## src/rtl/lagd_pkg.sv

```systemverilog
// Shared definitions for the Ising core controller: register offsets,
// CTRL bit positions and the sequencer state encoding.
package lagd_pkg;

  localparam logic [7:0] ISING_CTRL_CTRL_OFFS    = 8'h00;
  localparam logic [7:0] ISING_CTRL_STATUS_OFFS  = 8'h04;
  localparam logic [7:0] ISING_CTRL_NUMITER_OFFS = 8'h08;
  localparam logic [7:0] ISING_CTRL_ITERCNT_OFFS = 8'h0C;
  localparam logic [7:0] ISING_CTRL_SETTLE_OFFS  = 8'h10;
  localparam logic [7:0] ISING_CTRL_IRQCLR_OFFS  = 8'h14;

  localparam int unsigned ISING_CTRL_START_BIT = 0;
  localparam int unsigned ISING_CTRL_ABORT_BIT = 1;
  localparam int unsigned ISING_CTRL_IRQEN_BIT = 2;

  typedef enum logic [2:0] {
    ISING_IDLE   = 3'd0,
    ISING_ISSUE  = 3'd1,
    ISING_WAIT   = 3'd2,
    ISING_SETTLE = 3'd3,
    ISING_DONE   = 3'd4
  } ising_ctrl_state_e;

  // Only address bits [4:2] select a register.
  function automatic logic [2:0] ising_reg_idx(input logic [7:0] offs);
    return offs[4:2];
  endfunction

endpackage

```

## src/rtl/ising_core_ctrl_regs.sv

```systemverilog
// Register file of the Ising core controller: decode, access errors,
// job configuration storage and START/ABORT/IRQ_CLR pulse generation.
module ising_core_ctrl_regs
  import lagd_pkg::*;
#(
  parameter int unsigned AddrWidth   = 32,
  parameter int unsigned DataWidth   = 32,
  parameter int unsigned IterWidth   = 16,
  parameter int unsigned SettleWidth = 8
) (
  input  logic                   clk_i,
  input  logic                   rst_i,
  input  logic                   reg_valid_i,
  input  logic                   reg_write_i,
  input  logic [AddrWidth-1:0]   reg_addr_i,
  input  logic [DataWidth-1:0]   reg_wdata_i,
  input  logic [3:0]             reg_wstrb_i,
  output logic                   reg_ready_o,
  output logic [DataWidth-1:0]   reg_rdata_o,
  output logic                   reg_error_o,
  input  logic                   busy_i,
  input  logic                   done_i,
  input  logic                   aborted_i,
  input  logic [IterWidth-1:0]   iter_cnt_i,
  output logic                   start_o,
  output logic                   abort_o,
  output logic                   irq_clr_o,
  output logic                   irq_en_o,
  output logic [IterWidth-1:0]   num_iter_o,
  output logic [SettleWidth-1:0] settle_o
);

  localparam logic [2:0] IdxCtrl    = ising_reg_idx(ISING_CTRL_CTRL_OFFS);
  localparam logic [2:0] IdxStatus  = ising_reg_idx(ISING_CTRL_STATUS_OFFS);
  localparam logic [2:0] IdxNumIter = ising_reg_idx(ISING_CTRL_NUMITER_OFFS);
  localparam logic [2:0] IdxIterCnt = ising_reg_idx(ISING_CTRL_ITERCNT_OFFS);
  localparam logic [2:0] IdxSettle  = ising_reg_idx(ISING_CTRL_SETTLE_OFFS);
  localparam logic [2:0] IdxIrqClr  = ising_reg_idx(ISING_CTRL_IRQCLR_OFFS);

  logic [IterWidth-1:0]   num_iter_d, num_iter_q;
  logic [SettleWidth-1:0] settle_d, settle_q;
  logic                   irq_en_d, irq_en_q;
  logic [2:0]             addr_idx_s;
  logic                   strb_ok_s;
  logic                   err_s, start_s, abort_s, irq_clr_s;
  logic [DataWidth-1:0]   rdata_s;
  logic                   unused_s;

  assign addr_idx_s = reg_addr_i[4:2];
  assign strb_ok_s  = (reg_wstrb_i == 4'hF);
  assign unused_s   = ^{reg_addr_i[AddrWidth-1:5], reg_addr_i[1:0], reg_wdata_i};

  // Decode one access; any error drops the whole write and reads back zero.
  always_comb begin
    num_iter_d = num_iter_q;
    settle_d   = settle_q;
    irq_en_d   = irq_en_q;
    err_s      = 1'b0;
    rdata_s    = '0;
    start_s    = 1'b0;
    abort_s    = 1'b0;
    irq_clr_s  = 1'b0;
    if (reg_valid_i) begin
      case (addr_idx_s)
        IdxCtrl: begin
          if (!reg_write_i) begin
            rdata_s = DataWidth'({irq_en_q, 2'b00});
          end else if (!strb_ok_s) begin
            err_s = 1'b1;
          end else if (reg_wdata_i[ISING_CTRL_ABORT_BIT]) begin
            // ABORT overrides a START in the same write
            abort_s  = 1'b1;
            irq_en_d = reg_wdata_i[ISING_CTRL_IRQEN_BIT];
          end else if (reg_wdata_i[ISING_CTRL_START_BIT] && busy_i) begin
            err_s = 1'b1;
          end else begin
            start_s  = reg_wdata_i[ISING_CTRL_START_BIT];
            irq_en_d = reg_wdata_i[ISING_CTRL_IRQEN_BIT];
          end
        end
        IdxStatus: begin
          if (!reg_write_i) begin
            rdata_s = DataWidth'({aborted_i, done_i, busy_i});
          end else begin
            err_s = 1'b1;
          end
        end
        IdxNumIter: begin
          if (!reg_write_i) begin
            rdata_s = DataWidth'(num_iter_q);
          end else if (!strb_ok_s || busy_i) begin
            err_s = 1'b1;
          end else begin
            num_iter_d = reg_wdata_i[IterWidth-1:0];
          end
        end
        IdxIterCnt: begin
          if (!reg_write_i) begin
            rdata_s = DataWidth'(iter_cnt_i);
          end else begin
            err_s = 1'b1;
          end
        end
        IdxSettle: begin
          if (!reg_write_i) begin
            rdata_s = DataWidth'(settle_q);
          end else if (!strb_ok_s || busy_i) begin
            err_s = 1'b1;
          end else begin
            settle_d = reg_wdata_i[SettleWidth-1:0];
          end
        end
        IdxIrqClr: begin
          if (!reg_write_i) begin
            rdata_s = '0;
          end else if (!strb_ok_s) begin
            err_s = 1'b1;
          end else begin
            irq_clr_s = reg_wdata_i[0];
          end
        end
        default: begin
          err_s = 1'b1;
        end
      endcase
    end else begin
      err_s = 1'b0;
    end
  end

  // Configuration storage.
  always_ff @(posedge clk_i) begin
    if (rst_i) begin
      num_iter_q <= '0;
      settle_q   <= '0;
      irq_en_q   <= 1'b0;
    end else begin
      num_iter_q <= num_iter_d;
      settle_q   <= settle_d;
      irq_en_q   <= irq_en_d;
    end
  end

  assign reg_ready_o = reg_valid_i;
  assign reg_rdata_o = rdata_s;
  assign reg_error_o = err_s;
  assign start_o     = start_s;
  assign abort_o     = abort_s;
  assign irq_clr_o   = irq_clr_s;
  assign irq_en_o    = irq_en_q;
  assign num_iter_o  = num_iter_q;
  assign settle_o    = settle_q;

endmodule

```

## src/rtl/ising_core_ctrl.sv

```systemverilog
// Ising core controller: sequences NUM_ITER issue/wait/settle rounds on the
// core datapath and raises a maskable done interrupt.
module ising_core_ctrl
  import lagd_pkg::*;
#(
  parameter int unsigned AddrWidth   = 32,
  parameter int unsigned DataWidth   = 32,
  parameter int unsigned IterWidth   = 16,
  parameter int unsigned SettleWidth = 8
) (
  input  logic                 clk_i,
  input  logic                 rst_i,
  input  logic                 reg_valid_i,
  input  logic                 reg_write_i,
  input  logic [AddrWidth-1:0] reg_addr_i,
  input  logic [DataWidth-1:0] reg_wdata_i,
  input  logic [3:0]           reg_wstrb_i,
  output logic                 reg_ready_o,
  output logic [DataWidth-1:0] reg_rdata_o,
  output logic                 reg_error_o,
  output logic                 iter_valid_o,
  input  logic                 iter_ready_i,
  output logic [IterWidth-1:0] iter_idx_o,
  input  logic                 iter_done_i,
  output logic                 abort_o,
  output logic                 irq_o
);

  ising_ctrl_state_e      state_d, state_q;
  logic [IterWidth-1:0]   iter_cnt_d, iter_cnt_q;
  logic [SettleWidth-1:0] settle_cnt_d, settle_cnt_q;
  logic                   done_d, done_q;
  logic                   aborted_d, aborted_q;
  logic                   iter_valid_d, iter_valid_q;
  logic [IterWidth-1:0]   iter_idx_d, iter_idx_q;
  logic                   abort_d, abort_q;
  logic                   irq_d, irq_q;

  logic                   busy_s, start_s, abort_req_s, irq_clr_s, irq_en_s;
  logic [IterWidth-1:0]   num_iter_s;
  logic [SettleWidth-1:0] settle_s;

  assign busy_s = (state_q == ISING_ISSUE) || (state_q == ISING_WAIT) ||
                  (state_q == ISING_SETTLE);

  ising_core_ctrl_regs #(
    .AddrWidth   (AddrWidth),
    .DataWidth   (DataWidth),
    .IterWidth   (IterWidth),
    .SettleWidth (SettleWidth)
  ) u_regs (
    .clk_i       (clk_i),
    .rst_i       (rst_i),
    .reg_valid_i (reg_valid_i),
    .reg_write_i (reg_write_i),
    .reg_addr_i  (reg_addr_i),
    .reg_wdata_i (reg_wdata_i),
    .reg_wstrb_i (reg_wstrb_i),
    .reg_ready_o (reg_ready_o),
    .reg_rdata_o (reg_rdata_o),
    .reg_error_o (reg_error_o),
    .busy_i      (busy_s),
    .done_i      (done_q),
    .aborted_i   (aborted_q),
    .iter_cnt_i  (iter_cnt_q),
    .start_o     (start_s),
    .abort_o     (abort_req_s),
    .irq_clr_o   (irq_clr_s),
    .irq_en_o    (irq_en_s),
    .num_iter_o  (num_iter_s),
    .settle_o    (settle_s)
  );

  // Sequencer next-state, counters, flags and registered output values.
  always_comb begin
    state_d      = state_q;
    iter_cnt_d   = iter_cnt_q;
    settle_cnt_d = settle_cnt_q;
    aborted_d    = aborted_q;
    abort_d      = 1'b0;
    done_d       = irq_clr_s ? 1'b0 : done_q;
    if (abort_req_s && (state_q != ISING_IDLE)) begin
      state_d   = ISING_IDLE;
      aborted_d = 1'b1;
      abort_d   = 1'b1;
    end else begin
      case (state_q)
        ISING_IDLE, ISING_DONE: begin
          if (start_s) begin
            done_d     = 1'b0;
            aborted_d  = 1'b0;
            iter_cnt_d = '0;
            state_d    = (num_iter_s == '0) ? ISING_DONE : ISING_ISSUE;
          end else if (state_q == ISING_DONE) begin
            // setting done takes priority over a concurrent IRQ_CLR
            done_d  = 1'b1;
            state_d = ISING_IDLE;
          end else begin
            state_d = ISING_IDLE;
          end
        end
        ISING_ISSUE: begin
          if (iter_ready_i) begin
            state_d = ISING_WAIT;
          end else begin
            state_d = ISING_ISSUE;
          end
        end
        ISING_WAIT: begin
          if (iter_done_i) begin
            state_d      = ISING_SETTLE;
            settle_cnt_d = settle_s;
          end else begin
            state_d = ISING_WAIT;
          end
        end
        ISING_SETTLE: begin
          if (settle_cnt_q == '0) begin
            iter_cnt_d = iter_cnt_q + IterWidth'(1'b1);
            state_d    = (iter_cnt_d == num_iter_s) ? ISING_DONE : ISING_ISSUE;
          end else begin
            settle_cnt_d = settle_cnt_q - SettleWidth'(1'b1);
          end
        end
        default: begin
          state_d = ISING_IDLE;
        end
      endcase
    end
    iter_valid_d = (state_d == ISING_ISSUE);
    iter_idx_d   = iter_valid_d ? iter_cnt_d : '0;
    irq_d        = done_d & irq_en_s;
  end

  // Sequencer state and registered outputs.
  always_ff @(posedge clk_i) begin
    if (rst_i) begin
      state_q      <= ISING_IDLE;
      iter_cnt_q   <= '0;
      settle_cnt_q <= '0;
      done_q       <= 1'b0;
      aborted_q    <= 1'b0;
      iter_valid_q <= 1'b0;
      iter_idx_q   <= '0;
      abort_q      <= 1'b0;
      irq_q        <= 1'b0;
    end else begin
      state_q      <= state_d;
      iter_cnt_q   <= iter_cnt_d;
      settle_cnt_q <= settle_cnt_d;
      done_q       <= done_d;
      aborted_q    <= aborted_d;
      iter_valid_q <= iter_valid_d;
      iter_idx_q   <= iter_idx_d;
      abort_q      <= abort_d;
      irq_q        <= irq_d;
    end
  end

  assign iter_valid_o = iter_valid_q;
  assign iter_idx_o   = iter_idx_q;
  assign abort_o      = abort_q;
  assign irq_o        = irq_q;

endmodule

```

## config.mk

```make
export PLATFORM = sky130hd
export DESIGN_NAME = ising_core_ctrl
export DESIGN_NICKNAME = d
export VERILOG_FILES = /design/src/rtl/lagd_pkg.sv /design/src/rtl/ising_core_ctrl_regs.sv /design/src/rtl/ising_core_ctrl.sv
export SDC_FILE = /design/constraint.sdc
export NUM_CORES = 1
export LEC_CHECK = 0
export CAP_MARGIN = 20
export CORE_MARGIN = 1
export CORE_UTILIZATION = 43
export DETAILED_ROUTE_END_ITERATION = 10
export GPL_ROUTABILITY_DRIVEN = 0
export PLACE_DENSITY = 0.77
export SETUP_SLACK_MARGIN = 0.02
export SYNTH_ARGS = -nofsm -noshare
export SYNTH_HDL_FRONTEND = slang
export SYNTH_SLANG_ARGS = --single-unit
```

## constraint.sdc

```tcl
create_clock -name clk_i -period 2.3 [get_ports clk_i]
set_clock_uncertainty 0.2 [all_clocks]
set_input_delay 0.345 -clock clk_i [delete_from_list [all_inputs] [get_ports clk_i]]
set_output_delay 0.345 -clock clk_i [all_outputs]
set_load 0.02 [all_outputs]
```

* Word level (Yosys, flattened, before mapping) *
Cells that the tools add are included.

word-level totals
  output and inout bits = 53
  logic and storage cells = 115
  bits in registers = 73
  bits of input ports = 74

operators by class
  multiplexer cells = 59
  equal/unequal tests = 15
  $add $sub $neg = 2
  bitwise operators = 4
  reduce and logical (&&, ||, !) cells = 23

operators by type and width
  cell                                                                   number
  32-bit case mux with 5 select lines                                    1
  16-bit 2-to-1 mux                                                      5
  1-bit 2-to-1 mux                                                       37
  32-bit 2-to-1 mux                                                      1
  16-bit case mux with 2 select lines                                    1
  8-bit 2-to-1 mux                                                       3
  3-bit 2-to-1 mux                                                       7
  16-bit by 1-bit adder with 16-bit output, second input constant        1
  16-bit equality test                                                   1
  16-bit logical NOT                                                     1
  8-bit case mux with 2 select lines                                     1
  3-bit by 2-bit equality test with 1-bit output, second input constant  4
  3-bit case mux with 4 select lines                                     1
  4-bit AND reduction                                                    3
  3-bit by 1-bit equality test with 1-bit output, second input constant  3
  3-bit equality test, second input constant                             3
  8-bit logical NOT                                                      1
  2-bit OR reduction                                                     4
  8-bit by 1-bit subtractor with 8-bit output, second input constant     1
  3-bit logical NOT                                                      2
  2-bit != test, second input constant                                   3
  2-bit nonzero test                                                     3
  5-bit AND reduction                                                    1
  4-bit equality test, second input constant                             1
  9 further kinds                                                        14

* Longest topological paths before layout *
Gate-level depths: netlist of the first run.

  word-level depth = 16
  gate-level depth with buffers = 10
  depth with buffers taken out = 9

* Cells and area by module *
Synthesis of the first run repeated with hierarchy kept, for this count alone.

second synthesis, totals
  cell total of the unflattened synthesis = 545
  area, all modules = 4,269.1 µm²

by module, submodules not included
  module                area each (µm²)  sequential area each (µm²)  cells an instance  times used
  ising_core_ctrl       2,693.8          960.9                       338                1
  ising_core_ctrl_regs  1,575.3          500.5                       207                1

* Worst setup path before layout of the first run *
Ideal clock, no wire load.

  path kind = reg-to-reg
  from = register iter_cnt_q[1]
  to = register iter_idx_q[1], in the netlist iter_idx_o[1]
  setup slack = -178 ps
  stages on the path, launching flop included = 10
  buffers on the path = 1
  data arrival time = 2,157 ps
  period minus slack after synthesis = 2,478 ps
  data required time = 1,979 ps
  setup time = 121 ps
  path through = dfxtp_1 -> ha_1 -> nand3_1 -> nor3b_1 -> o221ai_1 -> nor4_1 -> nand4_1 -> o31ai_4 -> buf_6 -> nor2_1

on the way
  word-level cells in the longest chain between the ends = 9
  elaborated cells on any way between the ends = 13
  those cells by class = add/sub: 1; eq/ne: 2; mux: 8; bitwise: 1; reduce/logical: 1

ends and longest elaborated chain
  item                                            line                    RTL
  start: declaration                              ising_core_ctrl.sv:30   logic [IterWidth-1:0] iter_cnt_d, iter_cnt_q;
  start signal: assignment                        ising_core_ctrl.sv:149  iter_cnt_q <= iter_cnt_d;
  16-bit by 1-bit adder with 16-bit output        ising_core_ctrl.sv:119  iter_cnt_d = iter_cnt_q + IterWidth'(1'b1);
  16-bit equality test                            ising_core_ctrl.sv:120  state_d = (iter_cnt_d == num_iter_s) ? ISING_DONE : ISING_ISSUE;
  3-bit 2-to-1 mux                                ising_core_ctrl.sv:120
  3-bit 2-to-1 mux                                ising_core_ctrl.sv:118  if (settle_cnt_q == '0) begin
  3-bit case mux with 4 select lines              ising_core_ctrl.sv:87   case (state_q)
  3-bit 2-to-1 mux                                ising_core_ctrl.sv:82   if (abort_req_s && (state_q != ISING_IDLE)) begin
  3-bit by 1-bit equality test with 1-bit output  ising_core_ctrl.sv:130  iter_valid_d = (state_d == ISING_ISSUE);
  1-bit NOT (no line)                             n/a
  2-bit OR reduction (no line)                    n/a
  end signal: assignment                          ising_core_ctrl.sv:154  iter_idx_q <= iter_idx_d;
  end: declaration                                ising_core_ctrl.sv:35   logic [IterWidth-1:0] iter_idx_d, iter_idx_q;

Several ways; a longest one is shown, not always the timed one.
A chain may end at the register's enable or synchronous reset.

* Worst setup path after layout of the first run *
  from = register iter_cnt_q[1]
  to = register iter_idx_q[7], in the netlist iter_idx_o[7]

on the way
  word-level cells in the longest chain between the ends = 9
  elaborated cells on any way between the ends = 12
  those cells by class = add/sub: 1; eq/ne: 2; mux: 7; bitwise: 1; reduce/logical: 1

ends and longest elaborated chain
  item                                            line
  16-bit by 1-bit adder with 16-bit output *      ising_core_ctrl.sv:119
  16-bit equality test                            ising_core_ctrl.sv:120
  3-bit 2-to-1 mux                                ising_core_ctrl.sv:120
  3-bit 2-to-1 mux                                ising_core_ctrl.sv:118
  3-bit case mux with 4 select lines              ising_core_ctrl.sv:87
  3-bit 2-to-1 mux                                ising_core_ctrl.sv:82
  3-bit by 1-bit equality test with 1-bit output  ising_core_ctrl.sv:130
  1-bit NOT (no line)                             n/a
  2-bit OR reduction (no line)                    n/a

Mark *: on every way between the ends. The rest lies on a longest branch, timed or not.

==> metrics.txt, run 1 <==
Initial Util 0.4520; Post-Route WL 17210 um; PwrDens 383.8 nW/um^2; Peak VDD IR 0.0003097 V; Main synth FF type dfxtp_1; Worst Tran Pin Value 0.6075 ns; vias 5050; M3 GR Usage 0.06280; failing checks setup timing; R2R Path Start iter_cnt_q[1]; DR pass1 iterations 6; static leakage 2.678 nW; Clock Power Share 0.455; Startpoint Class flop; endpoints failing hold 0; crit path buf inv count 2; commonest non-fill, non-tap cell in the layout buf_4; Yosys top cell area share 0.3434; CP Max Fanout 8; ranking of synthesized cells by area dfxtp_1, nor2_1, mux2i_1; Area Growth Syn to Fin 61.95%; # fillers 641; Synth warnings 0; fraction of registers with async set/reset 0; worst hold-check path type reg -> reg; Post-Layout Cell Count 842; GRT Util Overall 0.3094; H-tree Lvls 3; slowest stage delay, CP 0.45 ns; Num CTS Buffers 9; family with the most delay on the worst path compound AO/OA/AOI/OAI gates; post-synth cell types 64; core area 9415 sq um; antenna-violating nets left 0; CP Data Required Time 2.37 ns; run status complete, but fails checks; Cell Chain, Critical Path ha_4 -> buf_6 -> and2_4 -> nand3_1 -> o31a_1 -> o211ai_1 -> nand4_1 -> o31ai_4 -> clkbuf_16 -> nor2_1; worst-skew pair later-pin latency 0.38 ns; hold depth 2; HP Start aborted_q; Final Cycle Share 1.187; Relative slew margins 0.5950; Max Cap Violations 0; fin nets 784; Avg Cell Area, Syn 8.059 sq um; fraction of layout cells with a size suffix above 1 0.4095; Worst setup EP type flop; Post-synth EDFFs 0; Post-DP HPWL 9459 um; GRT met1 Usage 0.3312; vias in the first global route 4927; buffers added on ports 65; antenna diode count 0; most frequent cells in the layout buf_4, nor2_1, dfxtp_1, clkdlybuf4s50_1, mux2i_1; critical path type reg -> reg; unrepaired setup endpoints after global routing true; final max-slew violation count 0; hold endpoint aborted_q; Final WS setup -0.4297 ns; FF+latch count, synth 73; I/O pins 127; clk sinks 73; Sequential Power Share 0.477; first-pass GRT wire length 24420 um; Critical Path AT 2.80 ns; Worst-path clk slew 0.09 ns; clock tree root driver cell clkbuf_8; Wirelength per Cell 20.43 um; slowest CP cell o31ai_4; worst r2r dst iter_idx_o[7]; Mapped Cells 528; Post-Syn Area 4255 sq um; Setup Viol. Count Final 37; P_int 1.983 mW; Die Wd 101.5 um; largest net degree at the start of global routing 53; sequential share of the synthesized area 0.3434; grt met2 use 0.5594; Worst R2R Setup Slack -0.43 ns; grt total ovfl 0; CTS tree built; DIE AREA 10300 sq um; # DRC 0; die height 101.5 um; vias per cell 5.998; Switching Share 0.2503; dpl cells 795; gr busiest metal met2; min cycle time layout 2.730 ns; post-synth top area cell dfxtp_1; DRT iter0 DRCs 341; antenna violations before repair 0; FP Rows 35; P_sw 662.1 uW; Max Freq 366.3 MHz; combinational share of power 0.069; Worst Reg-to-Reg Cells 10; Setup TNS Final -8.573 ns; Clock Path Buffers 2
## power groups by stage
stage                     registers, mW  clock network [mW]  logic (mW)
after detailed placement           1.29                   0       0.173
final                              1.26                1.20       0.182
after global placement             1.29                   0       0.171
after CTS                          1.26                1.18       0.173
after floorplan                    1.29                   0       0.104
after global routing               1.26                1.25       0.193
## flip-flops by register name, summed over array words and instances, names as in the netlist
register,flops
u_regs.settle_o,8
abort_o,1
iter_cnt_q,16
u_regs.num_iter_o,16
irq_o,1
aborted_q,1
state_q,3
settle_cnt_q,8
iter_valid_o,1
iter_idx_o,16
u_regs.irq_en_o,1
done_q,1
## kinds of logic (layout without fill, tap and decap cells)
group,count (synthesis),count (layout),share of synthesized area
xor+xnor,16,16,0.03293
buf+inv,61,229,0.07792
simple gates,226,227,0.2855
compound gates,115,116,0.1729
fa+ha+maj,2,2,0.005880
flops,73,73,0.3434
other cells,1,16,0.0008812
mux,34,34,0.08056
## cell usage after synthesis, types with 7 or more instances
cell type  instances
nor2_1           104
dfxtp_1           73
a21oi_1           39
mux2i_1           32
o21ai_0           28
clkbuf_1          22
buf_4             20
nand2_1           20
nor3_1            14
nand3_1           11
a22oi_1           10
buf_2             10
nor4_1             9
xnor2_1            9
inv_1              7
xor2_1             7
## stage by stage
stage	total power, mW	setup slack [ns]	cell area [sq um]	util	hold WS, ns
CTS	2.614	-0.1849	6459	0.6860	0.2810
floorplan	1.397	-0.1493	4335	-	0.2450
global placement	1.464	-0.5974	5709	0.6064	0.2580
finish	2.645	-0.4297	6892	0.7320	0.2776
global route	2.709	-0.5821	6892	0.7320	0.3175
detailed placement	1.467	-0.7841	5709	0.6064	0.2692
## worst max-delay path by stage
stage                   from             end  depth (start not counted)
2_1_floorplan  iter_cnt_q[1]   iter_idx_o[1]                          9
3_3_place_gp   iter_cnt_q[0]  iter_idx_o[15]                          8
3_5_place_dp   iter_cnt_q[0]  iter_idx_o[10]                          7
4_1_cts        iter_cnt_q[0]  iter_idx_o[10]                          9
5_1_grt        iter_cnt_q[1]   iter_idx_o[7]                          9
6_report       iter_cnt_q[1]   iter_idx_o[7]                         10
## layer usage
layer / routed length [um] / share of wire / vias up
li1: - / - / 2215
met1: 6093 / 0.35 / 2392
met2: 8515 / 0.49 / 342
met3: 1437 / 0.084 / 101
met4: 1160 / 0.067 / 0
met5: 0 / 0 / -
## timing repair
item	CTS	global route
hold buffers	0	0
gates resized for setup	157	95
buffers inserted	17	10
pin swaps	40	43
gates cloned	4	4
setup endpoints to repair	68	71
## final cells by class
type	instances	area, sq um	share of cell area
inverter	7	26.28	0.003813
timing repair buffer	206	1878	0.2725
clock buffer	10	137.6	0.01997
sequential	73	1480	0.2148
tap	129	161.4	0.02342
clock inverter	6	90.09	0.01307
multi-input combinational	411	3118	0.4524
## worst min-delay path, delay by kind of cell (launching register included)
family	cells	cell delay, ns
simple gates	1	0.06
flops	1	0.31
compound gates	1	0.06
(Power assumes the default switching activity.)
==> run 2: changes to the inputs <==
--- a/config.mk
+++ b/config.mk
@@ -11,7 +11,7 @@
 export DETAILED_ROUTE_END_ITERATION = 10
 export GPL_ROUTABILITY_DRIVEN = 0
 export PLACE_DENSITY = 0.77
-export SETUP_SLACK_MARGIN = 0.02
+export SETUP_SLACK_MARGIN = 0.4
 export SYNTH_ARGS = -nofsm -noshare
 export SYNTH_HDL_FRONTEND = slang
 export SYNTH_SLANG_ARGS = --single-unit
==> run 2 against run 1 <==
The flow still finishes with violations (setup timing); critical path depth is the same; non-clock buffer count grew 11; global-route usage shrank 1.4 points; clock-buffer cell count shrank 1; final cell count grew 1.2%; worst hold slack lost 0.053 ns; final area grew 3.8%; largest cell class unchanged; largest power group unchanged.
==> metrics.txt, run 2 (same netlist as run 1, synthesis figures left out) <==
run status complete, but fails checks (unchanged); failing checks setup timing (unchanged); Worst setup EP type flop (unchanged); Post-CTS Hold Buffers 0 (unchanged); worst-skew pair later-pin latency 0.37 ns (was 0.38 ns); Relative slew margins 0.5880 (was 0.5950); Worst-path clk slew 0.09 ns (about the same); I/O pins 127 (unchanged); DRT iter0 DRCs 276 (was 341); Post-Route WL 16700 um (was 17210 um); vias per cell 5.842 (was 5.998); fin nets 794 (was 784); gr busiest metal met2 (unchanged); Power, Total 2.522 mW (was 2.645 mW); R2R Path Start iter_cnt_q[1] (unchanged); Worst Tran Pin Value 0.6180 ns (was 0.6075 ns); GRT met1 Usage 0.3219 (was 0.3312); hold depth 4 (was 2); DIE AREA 10300 sq um (unchanged); H-tree Lvls 3 (unchanged); Critical Path Source iter_cnt_q[1] (unchanged); CP Max Fanout 17 (was 8); commonest non-fill, non-tap cell in the layout buf_4 (unchanged); die height 101.5 um (unchanged); critical path type reg -> reg (unchanged); GRT Util Overall 0.2957 (was 0.3094); M3 GR Usage 0.05245 (was 0.06280); Initial Util 0.4520 (unchanged); antenna diode count 0 (unchanged); worst r2r dst iter_idx_o[10] (was iter_idx_o[7]); Worst R2R Setup Slack -0.24 ns (was -0.43 ns); grt met2 use 0.5290 (was 0.5594); Final Hold Slack 0.2247 ns (was 0.2776 ns); PwrDens 352.7 nW/um^2 (was 383.8 nW/um^2); static leakage 2.775 nW (was 2.678 nW); Die Wd 101.5 um (unchanged); FP Rows 35 (unchanged); core area 9415 sq um (unchanged); Final Cycle Share 1.103 (was 1.187); CP Data Required Time 2.36 ns (was 2.37 ns); largest net degree at the start of global routing 53 (unchanged); vias 4977 (was 5050); clock tree root driver cell clkbuf_8 (unchanged); Clock Path Buffers 2 (unchanged); Num CTS Buffers 9 (unchanged); DP Worst Slack -0.6419 ns (was -0.7841 ns); antenna-violating nets left 0 (unchanged); antenna violations before repair 0 (unchanged); Max Freq 394.1 MHz (was 366.3 MHz); endpoints failing hold 0 (unchanged); # DRC 0 (unchanged); CP Capture Point iter_idx_o[10] (was iter_idx_o[7]); DR pass1 iterations 7 (was 6); Max Cap Violations 0 (unchanged); Post-DP HPWL 9278 um (was 9459 um); first-pass GRT wire length 23550 um (was 24420 um); most frequent cells in the layout buf_4, nor2_1, dfxtp_1, buf_6, clkdlybuf4s50_1 (was buf_4, nor2_1, dfxtp_1, clkdlybuf4s50_1, mux2i_1); Startpoint Class flop (unchanged); fraction of layout cells with a size suffix above 1 0.5076 (was 0.4095); design area 7151 sq um (was 6892 sq um); Critical Path AT 2.59 ns (was 2.80 ns); CTS tree built (unchanged); vias in the first global route 4788 (was 4927); final max-slew violation count 0 (unchanged); final core utilization 0.7595 (was 0.7320); clk sinks 73 (unchanged); unrepaired setup endpoints after global routing true (unchanged); grt total ovfl 0 (unchanged); Final WS setup -0.2377 ns (was -0.4297 ns); Wirelength per Cell 19.60 um (was 20.43 um); worst hold-check path type in -> reg (was reg -> reg); Worst Reg-to-Reg Cells 10 (unchanged); Setup Viol. Count Final 26 (was 37); placed standard-cell area 5854 sq um (was 5709 sq um); Area Growth Syn to Fin 68.04% (was 61.95%); Peak VDD IR 0.0003587 V (was 0.0003097 V); buffers added on ports 65 (unchanged); min cycle time layout 2.538 ns (was 2.730 ns)
-- run 2: area by class of cell --
type,instances,area (sq um)
flip-flops and latches,73,1505
multi-input cells,410,3312
clock buffers,9,123.9
repair buffers,217,1952
inverters,7,26.28
clock inverters,7,70.07
fillers,583,2265
well taps,129,161.4
-- run 2: per-stage QoR --
stage	setup TNS [ns]	std cells
final	-4.109	852
after CTS	-1.027	836
after floorplan	-1.582	543
after detailed placement	-33.75	791
after global routing	-5.723	852
after global placement	-29.23	791
-- run 2: power by group --
group | internal (mW) | switching, mW | leakage (nW)
registers | 1.25 | 0.000793 | 0.601
logic | 0.104 | 0.127 | 2.07
clock network | 0.501 | 0.535 | 0.0994
-- run 2: worst min-delay path by stage --
stage                            start                    to
floorplan           u_regs.settle_o[0]       settle_cnt_q[0]
global placement       settle_cnt_q[7]       settle_cnt_q[7]
detailed placement     settle_cnt_q[7]       settle_cnt_q[7]
CTS                      reg_addr_i[4]               abort_o
global route            reg_wdata_i[0]  u_regs.num_iter_o[0]
finish                  reg_wdata_i[0]    u_regs.settle_o[0]
-- run 2: timing repair --
item                                    in CTS  in global routing
cloned                                       3                  0
buffers inserted                            26                 16
endpoints found under the setup margin      90                 86
gates resized for setup                    249                 87
pin swaps                                   71                 55
-- run 2: routing by layer --
metal | part of all wire | vias up
met2 | 0.51 | 293
met4 | 0.062 | 0
met3 | 0.067 | 107
li1 | - | 2216
met1 | 0.36 | 2361
met5 | 0 | -
-- run 2: worst max-delay path: stages (launching register included) --
cell,delay [ns]
dfxtp_4,0.37
ha_4,0.18
buf_4,0.14
and2_2,0.23
o21ai_1,0.25
a31oi_4,0.13
a21oi_2,0.11
nand4_1,0.26
o31ai_4,0.31
buf_12,0.18
nor2_1,0.05
